`config.mk`:
```
export PLATFORM = sky130hd
export DESIGN_NAME = branch_unit_flat
export DESIGN_NICKNAME = d
export VERILOG_FILES = /design/src/rtl/branch_unit_pkg.sv /design/src/rtl/branch_unit_if.sv /design/src/rtl/branch_unit_compare.sv /design/src/rtl/branch_unit.sv /design/src/flat_wrapper.sv
export SDC_FILE = /design/constraint.sdc
export NUM_CORES = 1
export LEC_CHECK = 0
export CAP_MARGIN = 25
export CORE_MARGIN = 4
export CORE_UTILIZATION = 35
export CTS_CLUSTER_DIAMETER = 200
export DETAILED_ROUTE_END_ITERATION = 8
export GPL_ROUTABILITY_DRIVEN = 0
export PLACE_DENSITY = 0.7
export SLEW_MARGIN = 20
export SYNTH_ARGS = -nofsm -noshare
export SYNTH_HDL_FRONTEND = slang
export SYNTH_HIERARCHICAL = 1
export SYNTH_SLANG_ARGS = --single-unit
export TNS_END_PERCENT = 30
```
`constraint.sdc`:
```
create_clock -name clk -period 3.3 [get_ports clk]
set_clock_uncertainty 0.15 [all_clocks]
set_input_delay 0.66 -clock clk [delete_from_list [all_inputs] [get_ports clk]]
set_output_delay 0.66 -clock clk [all_outputs]
set_load 0.05 [all_outputs]
```
`src/rtl/branch_unit_pkg.sv`:
```
// Shared definitions for the branch unit: instruction field constants,
// the ALU function encoding, the control FSM state encoding and a small
// decoder that classifies an instruction word.
package branch_unit_pkg;

  // Major opcodes handled by the unit
  localparam logic [6:0] OPC_JAL    = 7'b1101111;
  localparam logic [6:0] OPC_JALR   = 7'b1100111;
  localparam logic [6:0] OPC_BRANCH = 7'b1100011;

  // funct3 values
  localparam logic [2:0] F3_JALR = 3'b000;
  localparam logic [2:0] F3_BEQ  = 3'b000;
  localparam logic [2:0] F3_BNE  = 3'b001;
  localparam logic [2:0] F3_BLT  = 3'b100;
  localparam logic [2:0] F3_BGE  = 3'b101;
  localparam logic [2:0] F3_BLTU = 3'b110;
  localparam logic [2:0] F3_BGEU = 3'b111;

  // The only ALU function this unit ever requests
  localparam logic [2:0] ALU_OP_ADD = 3'b000;

  // Control FSM states
  typedef enum logic [1:0] {
    ST_IDLE   = 2'd0,
    ST_READ   = 2'd1,
    ST_ALU    = 2'd2,
    ST_COMMIT = 2'd3
  } state_e;

  // Instruction class after decode
  typedef enum logic [1:0] {
    KIND_ILLEGAL = 2'd0,
    KIND_JAL     = 2'd1,
    KIND_JALR    = 2'd2,
    KIND_BRANCH  = 2'd3
  } kind_e;

  function automatic kind_e decode_kind(input logic [31:0] instr);
    logic [6:0] opc;
    logic [2:0] f3;
    kind_e      kind;
    opc  = instr[6:0];
    f3   = instr[14:12];
    kind = KIND_ILLEGAL;
    case (opc)
      OPC_JAL:    kind = KIND_JAL;
      OPC_JALR:   if (f3 == F3_JALR) kind = KIND_JALR;
      OPC_BRANCH: if (f3 inside {F3_BEQ, F3_BNE, F3_BLT, F3_BGE, F3_BLTU, F3_BGEU})
                    kind = KIND_BRANCH;
      default:    kind = KIND_ILLEGAL;
    endcase
    return kind;
  endfunction

endpackage

```
`src/rtl/branch_unit_if.sv`:
```
// ALU request channel between the branch unit (master) and the shared
// ALU (slave).
//   alu_a/alu_b  operands
//   alu_op       ALU function
//   alu_signal   ALU modifier
//   alu_valid    request valid
//   alu_ready    ALU accepts the request
//   alu_out      ALU result
// Handshake: the master raises alu_valid with alu_a/alu_b/alu_op/alu_signal
// and must hold all of them stable until a cycle in which alu_ready=1; that
// cycle is the transfer, and alu_out is valid in that same cycle. The slave
// may assert alu_ready only while alu_valid=1.
interface branch_unit_if #(
  parameter int XLEN = 32
) ();
  logic [XLEN-1:0] alu_a;
  logic [XLEN-1:0] alu_b;
  logic [2:0]      alu_op;
  logic            alu_signal;
  logic            alu_valid;
  logic            alu_ready;
  logic [XLEN-1:0] alu_out;

  modport master (
    output alu_a, alu_b, alu_op, alu_signal, alu_valid,
    input  alu_ready, alu_out
  );

  modport slave (
    input  alu_a, alu_b, alu_op, alu_signal, alu_valid,
    output alu_ready, alu_out
  );
endinterface

```
`src/rtl/branch_unit_compare.sv`:
```
// Branch condition evaluation for conditional branches.
//   funct3  branch type (BEQ/BNE/BLT/BGE/BLTU/BGEU)
//   rs1/rs2 register operands
//   taken   condition result; 0 for any non-branch funct3
module branch_compare
  import branch_unit_pkg::*;
#(
  parameter int XLEN = 32
) (
  input  logic [2:0]      funct3,
  input  logic [XLEN-1:0] rs1,
  input  logic [XLEN-1:0] rs2,
  output logic            taken
);
  logic eq;
  logic lt_s;
  logic lt_u;

  assign eq   = (rs1 == rs2);
  assign lt_s = ($signed(rs1) < $signed(rs2));
  assign lt_u = (rs1 < rs2);

  always_comb begin
    taken = 1'b0;
    case (funct3)
      F3_BEQ:  taken = eq;
      F3_BNE:  taken = !eq;
      F3_BLT:  taken = lt_s;
      F3_BGE:  taken = !lt_s;
      F3_BLTU: taken = lt_u;
      F3_BGEU: taken = !lt_u;
      default: taken = 1'b0;
    endcase
  end
endmodule

```
`src/rtl/branch_unit.sv`:
```
// Branch/jump execution unit. Accepts one JAL/JALR/Bxx instruction at a
// time, reads its source registers, computes the target on the shared ALU
// and reports redirect / link writeback / faults in a single COMMIT cycle.
// Ports:
//   clk, reset                 clock, synchronous active-high reset
//   enable_n                   active-low request, taken only while idle
//   instruction, program_counter  latched on accept
//   busy                       high from the cycle after accept through COMMIT
//   done                       one-cycle pulse in COMMIT
//   register_src_a/_b          rs1/rs2 selects (READ only)
//   register_src_a/_b_data     register file data, sampled at end of READ
//   alu                        ALU request channel (master side)
//   load_new_program_counter, new_program_counter   redirect (COMMIT only)
//   output_register, output_register_data, write_enable  link writeback
//   misaligned, illegal        fault flags (COMMIT only)
//   fsm_state                  current control state, for observation
module branch_unit
  import branch_unit_pkg::*;
#(
  parameter int XLEN           = 32,
  parameter int REG_SELECT_LEN = 5,
  parameter int COMPRESSED     = 0
) (
  input  logic                      clk,
  input  logic                      reset,
  input  logic                      enable_n,
  input  logic [31:0]               instruction,
  input  logic [XLEN-1:0]           program_counter,
  output logic                      busy,
  output logic                      done,
  output logic [REG_SELECT_LEN-1:0] register_src_a,
  output logic [REG_SELECT_LEN-1:0] register_src_b,
  input  logic [XLEN-1:0]           register_src_a_data,
  input  logic [XLEN-1:0]           register_src_b_data,
  branch_unit_if.master             alu,
  output logic                      load_new_program_counter,
  output logic [XLEN-1:0]           new_program_counter,
  output logic [REG_SELECT_LEN-1:0] output_register,
  output logic [XLEN-1:0]           output_register_data,
  output logic                      write_enable,
  output logic                      misaligned,
  output logic                      illegal,
  output logic [1:0]                fsm_state
);

  localparam logic [1:0] IDLE   = ST_IDLE;
  localparam logic [1:0] READ   = ST_READ;
  localparam logic [1:0] ALU    = ST_ALU;
  localparam logic [1:0] COMMIT = ST_COMMIT;

  logic [1:0]      state;
  logic [31:0]     instr_q;
  logic [XLEN-1:0] pc_q;
  logic [XLEN-1:0] rs1_q;
  logic [XLEN-1:0] rs2_q;
  logic [XLEN-1:0] target_q;

  kind_e           in_kind;
  kind_e           kind_q;
  logic [XLEN-1:0] imm_i;
  logic [XLEN-1:0] imm_j;
  logic [XLEN-1:0] imm_b;
  logic [XLEN-1:0] op_a;
  logic [XLEN-1:0] op_b;
  logic            br_taken;
  logic            taken;
  logic            is_jump;
  logic [XLEN-1:0] target;
  logic            target_misaligned;
  logic [XLEN-1:0] link_addr;
  logic [4:0]      rd;

  assign in_kind = decode_kind(instruction);
  assign kind_q  = decode_kind(instr_q);
  assign rd      = instr_q[11:7];

  // Sign-extended immediates of the latched instruction
  assign imm_i = {{(XLEN-12){instr_q[31]}}, instr_q[31:20]};
  assign imm_j = {{(XLEN-21){instr_q[31]}}, instr_q[31], instr_q[19:12],
                  instr_q[20], instr_q[30:21], 1'b0};
  assign imm_b = {{(XLEN-13){instr_q[31]}}, instr_q[31], instr_q[7],
                  instr_q[30:25], instr_q[11:8], 1'b0};

  // Control FSM and datapath registers
  always_ff @(posedge clk) begin
    if (reset) begin
      state    <= IDLE;
      instr_q  <= '0;
      pc_q     <= '0;
      rs1_q    <= '0;
      rs2_q    <= '0;
      target_q <= '0;
    end else begin
      case (state)
        IDLE: begin
          if (!enable_n) begin
            instr_q <= instruction;
            pc_q    <= program_counter;
            case (in_kind)
              KIND_ILLEGAL: state <= COMMIT;
              KIND_JAL:     state <= ALU;
              default:      state <= READ;
            endcase
          end
        end
        READ: begin
          rs1_q <= register_src_a_data;
          rs2_q <= register_src_b_data;
          state <= ALU;
        end
        ALU: begin
          if (alu.alu_ready) begin
            target_q <= alu.alu_out;
            state    <= COMMIT;
          end
        end
        COMMIT: state <= IDLE;
        default: state <= IDLE;
      endcase
    end
  end

  // ALU operands depend only on latched state, so they stay stable while
  // the request waits for alu_ready.
  always_comb begin
    op_a = '0;
    op_b = '0;
    case (kind_q)
      KIND_JAL: begin
        op_a = pc_q;
        op_b = imm_j;
      end
      KIND_JALR: begin
        op_a = rs1_q;
        op_b = imm_i;
      end
      KIND_BRANCH: begin
        op_a = pc_q;
        op_b = imm_b;
      end
      default: begin
        op_a = '0;
        op_b = '0;
      end
    endcase
  end

  branch_compare #(.XLEN(XLEN)) u_compare (
    .funct3 (instr_q[14:12]),
    .rs1    (rs1_q),
    .rs2    (rs2_q),
    .taken  (br_taken)
  );

  assign is_jump = (kind_q == KIND_JAL) || (kind_q == KIND_JALR);
  assign taken   = is_jump || ((kind_q == KIND_BRANCH) && br_taken);

  // JALR drops bit 0 of the computed address; other targets pass through
  assign target = (kind_q == KIND_JALR) ? {target_q[XLEN-1:1], 1'b0} : target_q;
  assign target_misaligned = (COMPRESSED == 0) && target[1];
  assign link_addr = pc_q + XLEN'(4);

  // Outputs are decoded from the state; every output is 0 outside the
  // state that owns it.
  always_comb begin
    busy                     = (state != IDLE);
    done                     = 1'b0;
    register_src_a           = '0;
    register_src_b           = '0;
    alu.alu_a                = '0;
    alu.alu_b                = '0;
    alu.alu_op               = ALU_OP_ADD;
    alu.alu_signal           = 1'b0;
    alu.alu_valid            = 1'b0;
    load_new_program_counter = 1'b0;
    new_program_counter      = '0;
    output_register          = '0;
    output_register_data     = '0;
    write_enable             = 1'b0;
    misaligned               = 1'b0;
    illegal                  = 1'b0;
    fsm_state                = state;
    case (state)
      READ: begin
        register_src_a = REG_SELECT_LEN'(instr_q[19:15]);
        register_src_b = REG_SELECT_LEN'(instr_q[24:20]);
      end
      ALU: begin
        alu.alu_valid = 1'b1;
        alu.alu_a     = op_a;
        alu.alu_b     = op_b;
      end
      COMMIT: begin
        done = 1'b1;
        if (kind_q == KIND_ILLEGAL) begin
          illegal = 1'b1;
        end else if (taken) begin
          // Target is reported even when misaligned; only the redirect
          // and the link writeback are suppressed.
          new_program_counter = target;
          if (target_misaligned) begin
            misaligned = 1'b1;
          end else begin
            load_new_program_counter = 1'b1;
            if (is_jump && (rd != 5'd0)) begin
              write_enable         = 1'b1;
              output_register      = REG_SELECT_LEN'(rd);
              output_register_data = link_addr;
            end
          end
        end
      end
      default: ;
    endcase
  end

endmodule

```
`src/flat_wrapper.sv`:
```
// flat-port wrapper written by rule: the top's interface ports become plain ports
module branch_unit_flat import branch_unit_pkg::*;
#(
  parameter int XLEN           = 32,
  parameter int REG_SELECT_LEN = 5,
  parameter int COMPRESSED     = 0
)
  (clk, reset, enable_n, instruction, program_counter, busy, done, register_src_a, register_src_b, register_src_a_data, register_src_b_data, load_new_program_counter, new_program_counter, output_register, output_register_data, write_enable, misaligned, illegal, fsm_state, alu_alu_a, alu_alu_b, alu_alu_op, alu_alu_signal, alu_alu_valid, alu_alu_ready, alu_alu_out);
  branch_unit_if #(.XLEN(XLEN)) alu_i ();
  input  logic clk;
  input  logic reset;
  input  logic enable_n;
  input  logic [31:0] instruction;
  input  logic [XLEN-1:0] program_counter;
  output logic busy;
  output logic done;
  output logic [REG_SELECT_LEN-1:0] register_src_a;
  output logic [REG_SELECT_LEN-1:0] register_src_b;
  input  logic [XLEN-1:0] register_src_a_data;
  input  logic [XLEN-1:0] register_src_b_data;
  output logic load_new_program_counter;
  output logic [XLEN-1:0] new_program_counter;
  output logic [REG_SELECT_LEN-1:0] output_register;
  output logic [XLEN-1:0] output_register_data;
  output logic write_enable;
  output logic misaligned;
  output logic illegal;
  output logic [1:0] fsm_state;
  output wire logic [$bits(alu_i.alu_a)-1:0] alu_alu_a;
  output wire logic [$bits(alu_i.alu_b)-1:0] alu_alu_b;
  output wire logic [$bits(alu_i.alu_op)-1:0] alu_alu_op;
  output wire logic [$bits(alu_i.alu_signal)-1:0] alu_alu_signal;
  output wire logic [$bits(alu_i.alu_valid)-1:0] alu_alu_valid;
  input wire logic [$bits(alu_i.alu_ready)-1:0] alu_alu_ready;
  input wire logic [$bits(alu_i.alu_out)-1:0] alu_alu_out;
  assign alu_alu_a = alu_i.alu_a;
  assign alu_alu_b = alu_i.alu_b;
  assign alu_alu_op = alu_i.alu_op;
  assign alu_alu_signal = alu_i.alu_signal;
  assign alu_alu_valid = alu_i.alu_valid;
  assign alu_i.alu_ready = alu_alu_ready;
  assign alu_i.alu_out = alu_alu_out;
  branch_unit #(.XLEN(XLEN), .REG_SELECT_LEN(REG_SELECT_LEN), .COMPRESSED(COMPRESSED)) u_core (.clk(clk), .reset(reset), .enable_n(enable_n), .instruction(instruction), .program_counter(program_counter), .busy(busy), .done(done), .register_src_a(register_src_a), .register_src_b(register_src_b), .register_src_a_data(register_src_a_data), .register_src_b_data(register_src_b_data), .alu(alu_i), .load_new_program_counter(load_new_program_counter), .new_program_counter(new_program_counter), .output_register(output_register), .output_register_data(output_register_data), .write_enable(write_enable), .misaligned(misaligned), .illegal(illegal), .fsm_state(fsm_state));
endmodule
```
==> results of run 1 <==
==> path summary, 6_finish.rpt <==
path                                    start                          endpoint  slack, ps
max             u_core/rs2_q[13]$_SDFFE_PP0N_           new_program_counter[26]       -630
min reg2reg  u_core/target_q[21]$_SDFFE_PP0P_  u_core/target_q[21]$_SDFFE_PP0P_        310
max reg2reg  u_core/fsm_state[0]$_SDFFE_PP0P_     u_core/rs2_q[15]$_SDFFE_PP0N_        800
min          u_core/target_q[21]$_SDFFE_PP0P_  u_core/target_q[21]$_SDFFE_PP0P_        310
==> timing repair <==
| action | in CTS | in global routing |
|---|---|---|
| hold endpoints to repair | 0 | 0 |
| setup endpoints to repair | 137 | 137 |
| gates resized for setup | 80 | 7 |
| pin swaps | 23 | 2 |
| buffers inserted | 4 | 1 |
| gates cloned | 2 | 1 |
==> layout make-up <==
class                      instances  area, um2  share of cell area (%)
multi-input combinational        797       5530                    36.0
clock inverter                    12        149                   0.970
timing repair buffer             406       5380                    35.0
clock buffer                      19        453                    2.95
tap                              319        399                    2.60
sequential                       162       3260                    21.2
inverter                          44        180                    1.17
antenna                            3       7.51                  0.0489
==> placed cells by master, fill, tap and decap left out, drive strengths merged, types with 3 or more instances in the layout <==
cell type	instances
clkdlybuf4s50	177
buf	227
or4	10
nand3	17
clkbuf	20
nor3	4
mux2i	65
or3	7
and4	9
xnor2	5
dfxtp	162
ha	42
clkinv	6
nor4	3
nand2	222
nor2b	3
inv	47
nor2	93
diode	3
conb	4
and3	4
o21ai	12
o31ai	10
a22o	32
xor2	7
or2	4
and2	61
a22oi	5
nand2b	5
nand4	15
a21oi	136
==> flip-flops by register name (all words and copies together) (netlist names) <==
signal            cells
u_core/fsm_state      2
u_core/pc_q          32
u_core/rs2_q         32
u_core/instr_q       32
u_core/rs1_q         32
u_core/target_q      32
==> where the power goes <==
group,total (mW),internal [mW],switching (mW)
logic,2.97,1.39,1.59
clock network,2.02,1.17,0.855
registers,2.70,2.35,0.358
==> cell families after synthesis <==
group                      after synthesis
other                                    1
xor gates and xnor gates                12
adders and majority gates               42
DFF                                    162
AOI/OAI and AO/OA                      212
muxes                                   65
buffers and inverters                  130
and+or+nand+nor                        462
==> worst max-delay path, stage by stage, from the launching register on <==
cell and delay (ps):
dfxtp_1 330, inv_1 50, ha_1 300, and4_4 200, a221oi_2 310, o22ai_2 110, or4_1 470, a31o_1 230
nand2_1 90, a21oi_2 70, buf_12 150, and2_2 220, buf_12 150
==> stage by stage <==
| step | setup TNS [ps] | power [mW] | hold slack (ps) |
|---|---|---|---|
| after floorplan | -860 | 4.42 | 282 |
| after global placement | -8110 | 5.51 | 288 |
| after detailed placement | -9690 | 5.57 | 294 |
| after CTS | -42290 | 7.71 | 306 |
| after global routing | -55570 | 8.14 | 329 |
| final | -43390 | 7.70 | 306 |
==> routing by layer <==
metal | vias to the layer above | wire, um | track usage (%)
met4 | 0 | 846 | 7.86
met1 | 4272 | 13000 | 28.1
met2 | 366 | 16000 | 40.7
met5 | - | 0 | 0
li1 | 4354 | - | -
met3 | 51 | 2750 | 7.71
==> flow_metrics.py, run 1 <==
metrics = {
    "synth": {
        "synth_top_family_by_area": "simple AND/OR/NAND/NOR gates",
        "ys_seq_area_share_pct": 37.9,
        "synth_xor_area_share_pct": 1.23,
        "synth_compound_area_share_pct": 15.1,
        "synthArstFlopShare_pct": 0,
        "netlist_instances": 1086,
        "synth_edf_count": 0,
        "synth_area_leaders": "dfxtp_1 38%, nand2_1 9.7%, a21oi_1 7.9%",
        "synthSimpleGateAreaFrac_pct": 25.1,
        "synth_top_flop_cell": "dfxtp_1",
        "ys_warn_count": 6,
        "synth_fa_ha_area_share_pct": 6.14,
        "synth-seq-cells": 162,
        "synth_top_area_share_pct": 37.9,
        "yosys-top-cells-count": "221 x nand2_1, 162 x dfxtp_1, 135 x a21oi_1, 93 x nor2_1, 65 x mux2i_1",
        "ys_types": 58,
        "syn_avg_cell_area_um2": 7.89,
        "synth.largest_area_cell": "dfxtp_1",
        "synth_mux_area_share_pct": 7.60,
        "syn_area_mm2": 0.00856,
        "post-synth-top-count-cell": "nand2_1",
    },
    "min_path": {
        "holdPathStages": 2,
        "hold_class": "flip-flop to flip-flop",
    },
    "floorplanning": {
        "core_area_mm2": 0.0238,
        "fp-row-count": 56,
        "num_io_pins": 320,
        "initial_utilization_pct": 36.1,
        "fp.dieW_um": 164,
        "die_h_um": 164,
        "die_area_mm2": 0.0270,
    },
    "clock_network": {
        "cts_tree": "yes",
        "h-tree-depth": 4,
        "path_clk_slew_ps": 70,
        "clockBufferDepth": 2,
        "worstSkewPairLatency_ps": 420,
        "cts_root_buf": "clkbuf_16",
        "cts_buffers": 17,
        "cts_hold_buf": 0,
        "cts_sinks": 162,
    },
    "sta": {
        "relSlewSlack_pct": 55.3,
        "final_max_slew_viol_count": 0,
        "post-route-period-util_pct": 119,
        "worstMarginPinSlew_ps": 670,
        "grt_setup_unrepaired": "yes",
        "max_freq_ghz": 0.254,
        "min_period_ps": 3930,
        "finalHoldViolCount": 0,
        "finalSetupViolCount": 135,
        "setup_slack_ps": -631,
    },
    "worst_setup_path": {
        "critPathArrivalTime_ps": 3120,
        "r2r_cells": 5,
        "endpoint_kind": "output pin",
        "crit_path_max_fanout": 33,
        "critPathLaunchType": "flip-flop",
        "critPathRequiredTime_ps": 2490,
        "crit_type": "flip-flop to output pin",
    },
    "route": {
        "drt_iter0_drc": 573,
        "vias": 9043,
        "drt-pass1-iter-count": 6,
        "drt-vias-per-instance": 5.13,
        "wirelength_um": 32700,
        "drtAntennaViolNets": 0,
        "post_drt_wl_per_cell_um": 18.5,
        "drcViolationCount": 0,
    },
    "placed_design": {
        "dp_hpwl_um": 24300,
        "portBuffers": 315,
        "placed_cells": 1720,
        "dpl_worst_slack_ps": -225,
        "postPlaceCellArea_mm2": 0.0143,
    },
    "power_and_ir_drop": {
        "ir_worst_vdd_mv": 0.344,
        "cellLeakagePower_nw": 5.74,
        "power_density_mw_per_mm2": 501,
    },
    "layout": {
        "nets": 1634,
        "n_fill_cell": 1872,
        "final_core_util_pct": 64.6,
        "syn_to_final_growth_pct": 79.3,
        "post_layout_nonfiller_instances": 1762,
        "postLayoutCellArea_mm2": 0.0154,
        "drive_gt1_share_pct": 29.3,
    },
    "grt": {
        "grt_pass1_vias": 9375,
        "grt-ovfl-total": 0,
        "grt_max_degree": 64,
        "grt_use_total_pct": 23.7,
        "antenna_found_initial": 3,
        "grt_first_pass_wirelength_um": 50100,
    },
    "outcome": {
        "status": "finished with violations",
        "violations": "negative setup slack",
    },
    "flow_run": {
        "max_cap_violations": 0,
    },
}
Power figures use the tool's default switching activity.
==> run 2: changes to the inputs <==
Settings changed: GPL_TIMING_DRIVEN set to 1.
==> results of run 2 <==
Final layout, timing and power as in run 1 (identical DEF).
==> run 3: changes to the inputs <==
Settings changed: REMOVE_ABC_BUFFERS set to 1.
==> run 3 against run 2 <==
First-iteration DRC count is 0.87% higher. Register-to-register slack better by 350 ps. Maximum frequency is 4.9% lower. Total power is 4.4% higher. The flow still finishes with violations (negative setup slack). Non-clock buffer count is 30 higher. Global-route usage is 0.057 points higher. Final area is 3.3% higher. Critical path type unchanged. Critical endpoint is now new_program_counter[11]. Core utilization is 2.1 points higher.
==> flow_metrics.py, run 3 (synthesis results as in run 1) <==
metrics = {
    "outcome": {
        "status": "finished with violations",
        "violations": "negative setup slack",
    },
    "grt": {
        "grt-ovfl-total": 0,
        "antenna_found_initial": 3,
        "grt_max_degree": 56,
        "grt_use_total_pct": 23.8,
        "grt_pass1_vias": 9170,
        "grt_first_pass_wirelength_um": 50000,
    },
    "placed_design": {
        "dp_hpwl_um": 24100,
        "placed_cells": 1744,
        "postPlaceCellArea_mm2": 0.0140,
        "portBuffers": 315,
    },
    "clock_network": {
        "cts_sinks": 162,
        "cts_buffers": 17,
        "clockBufferDepth": 2,
        "cts_tree": "yes",
        "cts_root_buf": "clkbuf_16",
        "path_clk_slew_ps": 80,
        "h-tree-depth": 4,
        "worstSkewPairLatency_ps": 430,
    },
    "route": {
        "post_drt_wl_per_cell_um": 19.1,
        "dr_wl_met2_um": 17000,
        "vias": 9202,
        "drcViolationCount": 0,
        "topRoutingLayerUsed": "met5",
        "drt-vias-per-instance": 5.14,
        "wirelength_um": 34300,
        "met3_length_um": 3540,
        "drt-pass1-iter-count": 5,
        "wl_met1_um": 13100,
        "drtAntennaViolNets": 0,
        "drt_iter0_drc": 578,
    },
    "sta": {
        "finalHoldViolCount": 0,
        "worstMarginPinSlew_ps": 686,
        "post-route-period-util_pct": 125,
        "final_max_slew_viol_count": 0,
        "relSlewSlack_pct": 54.3,
        "setup-tns-final_ps": -67120,
        "grt_setup_unrepaired": "yes",
        "max_freq_ghz": 0.242,
        "min_period_ps": 4130,
        "setup_slack_ps": -834,
        "finalSetupViolCount": 136,
    },
    "layout": {
        "nets": 1664,
        "post_layout_nonfiller_instances": 1791,
        "ff_latch_area_mm2": 0.00326,
        "multiInputGateArea_mm2": 0.00575,
        "postLayoutCellArea_mm2": 0.0159,
        "drive_gt1_share_pct": 32.2,
        "layout_common_cells": "218 x nand2_1, 177 x clkdlybuf4s50_1, 149 x dfxtp_1",
        "n_fill_cell": 1803,
        "final_core_util_pct": 66.8,
        "mostFrequentLayoutCell": "nand2_1",
        "syn_to_final_growth_pct": 85.2,
    },
    "worst_setup_path": {
        "critPathLaunchType": "flip-flop",
        "critPathSlowestCell": "or4_1",
        "cp_slowest_stage_delay_ps": 480,
        "crit_chain": "ha_1 -> a21oi_2 -> o21ai_2 -> a221oi_4 -> o22ai_4 -> or4_1 -> a31o_1 -> nand2_2 -> a21oi_4 -> buf_4 -> clkbuf_16 -> and2_4 -> buf_12",
        "endpoint_kind": "output pin",
        "crit_type": "flip-flop to output pin",
        "critPathArrivalTime_ps": 3320,
        "crit_path_max_fanout": 8,
        "critPathRequiredTime_ps": 2490,
    },
    "min_path": {
        "hold_class": "flip-flop to flip-flop",
    },
    "flow_run": {
        "max_cap_violations": 0,
    },
    "power_and_ir_drop": {
        "power_density_mw_per_mm2": 507,
        "ir_worst_vdd_mv": 0.416,
        "cellLeakagePower_nw": 6.02,
        "power_mw": 8.04,
    },
    "floorplanning": {
        "core_area_mm2": 0.0238,
        "die_area_mm2": 0.0270,
        "fp.dieW_um": 164,
        "fp-row-count": 56,
        "num_io_pins": 320,
        "die_h_um": 164,
        "initial_utilization_pct": 36.1,
    },
}
==> run 3: changes by cell type in the layout (fill, tap and decap cells not counted), moves of 5 or more <==
cell,change
a22o_1,-13
a21oi_1,-6
and2_4,+29
nor2_1,-6
buf_4,+23
inv_6,+5
inv_1,+5
a22o_4,+13
and2_2,-27
ha_1,+6
==> run 3: timing repair <==
| item | in CTS | in global routing |
|---|---|---|
| pin swaps | 55 | 23 |
| hold endpoints to repair | 0 | 0 |
| setup endpoints to repair | 136 | 136 |
| cloned | 3 | 3 |
| hold buffers | 0 | 0 |
| buffers inserted | 3 | 8 |
| resized for setup | 173 | 56 |
==> run 3: cell type report <==
type                       count  share of cell area, %
tap                          319                   2.52
timing repair buffer         436                   35.8
clock inverter                15                   1.03
inverter                      44                   1.12
clock buffer                  17                   2.68
multi-input combinational    797                   36.3
antenna                        1                 0.0158
sequential                   162                   20.5
==> run 3: power by group <==
part,switching (mW),leakage [nW],total [mW],internal [mW]
sequential,0.330,1.33,2.67,2.34
combinational,1.76,4.40,3.33,1.57
clock,0.957,0.293,2.04,1.08
==> run 3: through the flow <==
stage | setup WS (ps) | hold WS (ps)
after CTS | -792 | 306
after detailed placement | -595 | 293
after global placement | -490 | 287
after floorplan | -3590 | 276
final | -834 | 306
after global routing | -989 | 322
==> run 3: final timing paths <==
check	slack [ps]	startpoint	endpoint	depth (start not counted)
worst max-delay path	-830	u_core/rs1_q[21]$_SDFFE_PP0N_	new_program_counter[11]	13
worst min-delay path	310	u_core/instr_q[26]$_SDFFE_PP0P_	u_core/instr_q[26]$_SDFFE_PP0P_	2
worst min register to register	310	u_core/instr_q[26]$_SDFFE_PP0P_	u_core/instr_q[26]$_SDFFE_PP0P_	2
worst max register to register	1150	u_core/fsm_state[1]$_SDFFE_PP0P_	u_core/pc_q[9]$_SDFFE_PP0P_	7
==> run 3: routing by layer <==
layer / GRT usage, % / vias up
met3: 8.91 / 48
met1: 27.3 / 4318
li1: - / 4414
met4: 6.47 / 6
met2: 41.7 / 416
met5: 0 / -
==> run 3: critical path: cells and delay by family (launching register included) <==
| kind | cells | cell delay [ps] |
|---|---|---|
| compound gates | 6 | 1040 |
| simple gates | 3 | 730 |
| buf+inv | 3 | 440 |
| flops | 1 | 350 |
| fa+ha+maj | 1 | 330 |
